**src/rtl/exe_wb_pipe.sv**
```systemverilog
// EXE->WB pipeline register: DEPTH stages of {valid, wen, waddr, data} with
// stall/flush control, youngest-first forwarding and a saturating commit counter.
module exe_wb_pipe #(
  parameter int DSIZE    = 16,
  parameter int ASIZE    = 3,
  parameter int DEPTH    = 1,
  parameter int ZERO_REG = 1,
  parameter int CNTW     = 16
) (
  input  logic             clk,
  input  logic             rst,
  input  logic             in_valid,
  input  logic             in_wen,
  input  logic [DSIZE-1:0] aluout_in,
  input  logic [ASIZE-1:0] waddr_in,
  input  logic             stall,
  input  logic             flush,
  output logic [DSIZE-1:0] aluout_out,
  output logic [ASIZE-1:0] waddr_out,
  output logic             valid_out,
  output logic             wb_en,
  input  logic [ASIZE-1:0] raddr1,
  input  logic [ASIZE-1:0] raddr2,
  output logic             fwd_hit1,
  output logic             fwd_hit2,
  output logic [DSIZE-1:0] fwd_data1,
  output logic [DSIZE-1:0] fwd_data2,
  output logic [CNTW-1:0]  commit_cnt
);

  logic [DEPTH-1:0] v_q;
  logic [DEPTH-1:0] w_q;
  logic [ASIZE-1:0] a_q [DEPTH];
  logic [DSIZE-1:0] d_q [DEPTH];
  logic [DEPTH-1:0] eff;

  always_ff @(posedge clk) begin
    if (rst) begin
      v_q <= '0;
      w_q <= '0;
      for (int unsigned i = 0; i < DEPTH; i++) begin
        a_q[i] <= '0;
        d_q[i] <= '0;
      end
    end else if (flush) begin
      v_q <= '0;
    end else if (!stall) begin
      v_q[0] <= in_valid;
      w_q[0] <= in_wen;
      a_q[0] <= waddr_in;
      d_q[0] <= aluout_in;
      for (int unsigned i = 1; i < DEPTH; i++) begin
        v_q[i] <= v_q[i-1];
        w_q[i] <= w_q[i-1];
        a_q[i] <= a_q[i-1];
        d_q[i] <= d_q[i-1];
      end
    end
  end

  always_comb begin
    eff = '0;
    for (int unsigned i = 0; i < DEPTH; i++)
      eff[i] = v_q[i] & w_q[i] & ~((ZERO_REG != 0) && (a_q[i] == '0));
  end

  assign aluout_out = d_q[DEPTH-1];
  assign waddr_out  = a_q[DEPTH-1];
  assign valid_out  = v_q[DEPTH-1];
  assign wb_en      = eff[DEPTH-1] & ~stall;

  // Ascending search with a sticky hit flag so the youngest match wins.
  always_comb begin
    fwd_hit1  = 1'b0;
    fwd_hit2  = 1'b0;
    fwd_data1 = '0;
    fwd_data2 = '0;
    for (int unsigned i = 0; i < DEPTH; i++) begin
      if (!fwd_hit1 && eff[i] && (a_q[i] == raddr1)) begin
        fwd_hit1  = 1'b1;
        fwd_data1 = d_q[i];
      end
      if (!fwd_hit2 && eff[i] && (a_q[i] == raddr2)) begin
        fwd_hit2  = 1'b1;
        fwd_data2 = d_q[i];
      end
    end
  end

  always_ff @(posedge clk) begin
    if (rst)
      commit_cnt <= '0;
    else if (wb_en && (commit_cnt != '1))
      commit_cnt <= commit_cnt + 1'b1;
  end

endmodule

```
**config.mk**
```make
export PLATFORM = sky130hd
export DESIGN_NAME = exe_wb_pipe
export DESIGN_NICKNAME = d
export VERILOG_FILES = /design/src/rtl/exe_wb_pipe.sv
export SDC_FILE = /design/constraint.sdc
export NUM_CORES = 1
export LEC_CHECK = 0
export CORE_ASPECT_RATIO = 0.5
export CORE_UTILIZATION = 42
export CTS_BUF_LIST = sky130_fd_sc_hd__clkbuf_4 sky130_fd_sc_hd__clkbuf_8 sky130_fd_sc_hd__clkbuf_16
export DETAILED_ROUTE_END_ITERATION = 10
export HOLD_SLACK_MARGIN = 0.15
export PLACE_DENSITY = 0.93
export SLEW_MARGIN = 20
export SYNTH_ARGS = -nofsm -noshare
export SYNTH_HDL_FRONTEND = slang
export SYNTH_SLANG_ARGS = --single-unit
```
**constraint.sdc**
```tcl
create_clock -name clk -period 4.4 [get_ports clk]
set_input_delay 0.88 -clock clk [delete_from_list [all_inputs] [get_ports clk]]
set_output_delay 0.88 -clock clk [all_outputs]
set_load 0.05 [all_outputs]
```
# Word level (Yosys, flattened, before mapping)
# Memories as Yosys holds them, arrays and structs flattened.
# Index checks and enable logic that the tools add are counted.
# classes
add_sub_neg	1
n_mul	0
n_div	0
order_cmp	0
eq_ne	3
shift	0
muxes	14
bitwise_logic	6
reduce_logical	8
# op_table
operator	n
$mux W16	3
$add A16 B1 Y16 const B	1
$ne A16 B16 Y1 const B	1
$reduce_or A16 Y1	1
$mux W1	10
$eq A3 B3 Y1	2
$and A1 B1 Y1	3
$logic_and A1 B1 Y1	3
$logic_not A3 Y1	1
$mux W3	1
$not A1 Y1	3
$reduce_or A3 Y1	1
$reduce_and A2 Y1	1
$reduce_or A2 Y1	1
# word_totals
regBits	18
latchBits	0
ram_bits	19
mem_bits_ro	0
in_bits	31
output_inout_bits	71
word_cells	37
memories	2
# memory_table
name	words	width	read_ports	rd_clocked_by_memory_dff	wr	line	rtl
d_q	1	16	1	0	1	34	logic [DSIZE-1:0] d_q [DEPTH];
a_q	1	3	1	0	1	33	logic [ASIZE-1:0] a_q [DEPTH];

# Longest topological paths before layout
# logic_depth
word_depth	6
mapped_depth	6

# Least setup slack after synthesis
# Ideal clock, no wire load.
# synth_path
path_type	reg2out
startpoint	memory a_q[0][0]
endpoint	output fwd_data1[10]
arrival_time_ns	2.756
t_required_ns	3.520
slack_ns	0.764
path_stages_with_launch	6
path_buffers	1
cell_sequence	edfxtp_1 -> or3_2 -> nand3_1 -> nor4_1 -> clkbuf_1 -> and2_1
# synth_via
elab_chain_cells	6
word_cells_on_any_way	7
cone_classes	eq/ne (1); mux (1); bitwise (2); reduce/logical (2); memory (1)
# synth_rtl
element	line	rtl
from (decl)	33	
$mem_v2 Z1 W3 *	-	
$logic_not A3 Y1	64	eff[i] = v_q[i] & w_q[i] & ~((ZERO_REG != 0) && (a_q[i] == '0));
$not A1 Y1	64	
$and A1 B1 Y1	64	
$logic_and A1 B1 Y1 *	79	if (!fwd_hit1 && eff[i] && (a_q[i] == raddr1)) begin
$mux W16 *	79	
to (decl)	26	output logic [DSIZE-1:0] fwd_data1,
# Every way passes the cells marked *; elsewhere a longest branch is shown, timed or not.

# Worst setup path after layout
# layout_path
startpoint	input stall
endpoint	output wb_en
# layout_via
elab_chain_cells	2
# layout_rtl
element	line	rtl
from (decl)	16	input logic stall,
$not A1 Y1	70	assign wb_en = eff[DEPTH-1] & ~stall;
$and A1 B1 Y1	70	
to (decl)	21	output logic wb_en,
# Every way passes these cells.

==> run_results.csv <==
group,metric,value,unit
floorplanning,rows,17,
synthesis,synth_nets,229,
power_and_ir_drop,total_leakage_power,1.178,nW
synthesis,synth_top_area_cell,"edfxtp_1",
sta,finalClockSkew,0.007073,ns
cells_and_area,fin_area,0.003045,mm^2
grt,grt_pass1_wl,7983,um
sta,finalHoldViolCount,0,
floorplanning,coreArea,0.004467,mm^2
critical_path,cp.required,3.52,ns
synthesis,synth_most_common_cell,"and2_1",
sta,whs,0.5350,ns
sta,setup_viol_count_final,0,
worst_hold_path,min_path_type,"register to register",
critical_path,worstSetupPathType,"input port to primary output",
clock_network,clock_sinks,37,
critical_path,arrival,2.91,ns
clock_network,clk_pin_slew,0.07,ns
clock_network,cts-htree-levels,2,
route,routed_wl,4996,um
route,vias_per_cell,5.134,
cells_and_area,fin_nets,331,
floorplanning,die_w,99.15,um
sta,fin_crit,3.787,ns
cells_and_area,drive_above_1_share,20.00,%
power_and_ir_drop,power_frac_clock,31.2,%
placed_design,placed_cells,349,
clock_network,clock_latency,0.29,ns
placed_design,gp_congestion,0.8043,
placed_design,placed_area,0.002957,mm^2
sta,final_max_slew_viol_count,0,
cells_and_area,stdcell_count,357,
sta,fin_crit_sh,86.08,%
placed_design,port_buffers,101,
clock_network,cts_setup_buffers,0,
sta,rsz0062_at_grt,"no",
power_and_ir_drop,p_sw_share,26.96,%
power_and_ir_drop,seqPwrFrac,51.3,%
placed_design,dp_hpwl,3756,um
synthesis,netlist_instances,197,
critical_path,start_kind,"input port",
synthesis,ys_ff_latch,37,
route,first_pass_iters,4,
synthesis,yosysUniqueCellTypes,40,
grt,grt-ovfl-total,0,
synthesis,synth_edf_count,19,
synthesis,ys.flop_type,"edfxtp_1",
route,drt.antenna.violating_nets,0,
floorplanning,initial_core_util,44.37,%
power_and_ir_drop,pwr-share-comb,17.5,%
power_and_ir_drop,powerDensity,251.1,mW/mm^2
clock_network,post_cts_resized,0,
synthesis,synth_warnings,0,
floorplanning,die-area,0.005014,mm^2
clock_network,cts_buffer_depth,2,
synthesis,synth_area_leaders,"edfxtp_1, dfxtp_1, and2_1",
grt,grt_use_total,20.86,%
clock_network,root_buffer,"clkbuf_8",
sta,worst_slack,0.6126,ns
clock_network,numCtsBuffers,5,
route,drc,0,
critical_path,path_max_fanout,12,
outcome,status,"completed",
cells_and_area,area_delta_synth_final,53.66,%
placed_design,preCtsSetupSlack,0.6541,ns
floorplanning,io_pins,102,
route,drt-wirelength-per-cell,13.99,um
synthesis,synth_area_per_cell,10.06,um^2
synthesis,async_flop_share,0,%
clock_network,holdBufCountCts,0,
grt,grt_pass1_vias,1673,
power_and_ir_drop,ir_drop,126.6,uV
sta,worst_pin_slew,0.9178,ns
synthesis,seq_area_frac_synth,46.97,%
synthesis,synth_commonest_cells,"and2_1, edfxtp_1, dfxtp_1",
cells_and_area,diodes,0,
route,drt_iter0_drc,58,
power_and_ir_drop,total_power,0.7647,mW
power_and_ir_drop,p_switching,0.2062,mW
job,maxCapViolations,0,
sta,tns,0,ns
cells_and_area,postLayoutCoreUtil,68.18,%
synthesis,synth_top_area_share,28.79,%
grt,antenna_found_initial,0,
critical_path,end_kind,"primary output",
power_and_ir_drop,p_int,0.5585,mW
floorplanning,die_h,50.58,um
clock_network,cts_tree,"yes",
synthesis,synth_area,0.001982,mm^2
sta,slew_headroom,38.77,%
sta,clock.fmax,264.0,MHz
grt,grt_max_degree,23,
route,vias,1833,
==> sequential cells by signal (all words and copies together), names as in the netlist <==
name / flops
commit_cnt: 16
w_q: 1
a_q: 3
d_q: 16
valid_out: 1
==> per-layer routing <==
metal | global-route usage [%] | up-vias | wire length (um)
met5 | 0 | - | 0
met4 | 11.76 | 0 | 100
met3 | 4.875 | 11 | 287
met2 | 36.83 | 71 | 2591
met1 | 23.81 | 837 | 2017
li1 | - | 914 | -
==> cells in the final DEF (no fill, tap or decap), drive strengths merged, types with 6 or more instances in the layout <==
cell type       n
a21oi          13
and2           51
buf            38
clkbuf          7
clkdlybuf4s50  67
dfxtp          18
edfxtp         19
nand3           7
nor2            6
nor4            7
o31ai           7
or4             9
xor2            6
==> power by group through the flow <==
stage	Combinational, mW	Sequential, mW	Clock (mW)
after floorplan	0.0212	0.450	0
after global placement	0.132	0.399	0
after detailed placement	0.135	0.400	0
after CTS	0.135	0.393	0.243
after global routing	0.140	0.395	0.263
final	0.134	0.392	0.238
==> final cells by class <==
type	instances	area (um^2)
fill	346	1421
timing repair buffer	105	955.9
multi-input combinational	145	979.7
tap	57	71.32
inverter	5	18.77
sequential	37	930.9
clock buffer	7	83.83
clock inverter	1	5.005
==> worst paths after layout <==
path | start | to | slack, ns | depth (start not counted)
worst max register to register | a_q[0][0]$_SDFFCE_PN0P_ | commit_cnt[15]$_SDFFE_PP0P_ | 2.30 | 4
worst min-delay path | commit_cnt[14]$_SDFFE_PP0P_ | commit_cnt[14]$_SDFFE_PP0P_ | 0.53 | 2
worst max-delay path | stall | wb_en | 0.61 | 5
worst min register to register | commit_cnt[14]$_SDFFE_PP0P_ | commit_cnt[14]$_SDFFE_PP0P_ | 0.53 | 2
==> worst max-delay path, stage by stage <==
cell and delay, ns:
clkdlybuf4s50_1 0.50, nand3b_4 0.21, nand2b_1 0.32, inv_1 0.18, clkdlybuf4s50_1 0.81
==> kinds of logic after synthesis <==
| logic type | synth area share, % |
|---|---|
| buf+inv | 4.419 |
| flops | 46.97 |
| fa+ha+maj | 0.6312 |
| mux | 2.209 |
| compound gates | 8.523 |
| xor+xnor | 2.651 |
| simple gates | 34.60 |
No activity file was read; power rests on OpenSTA's default activity.
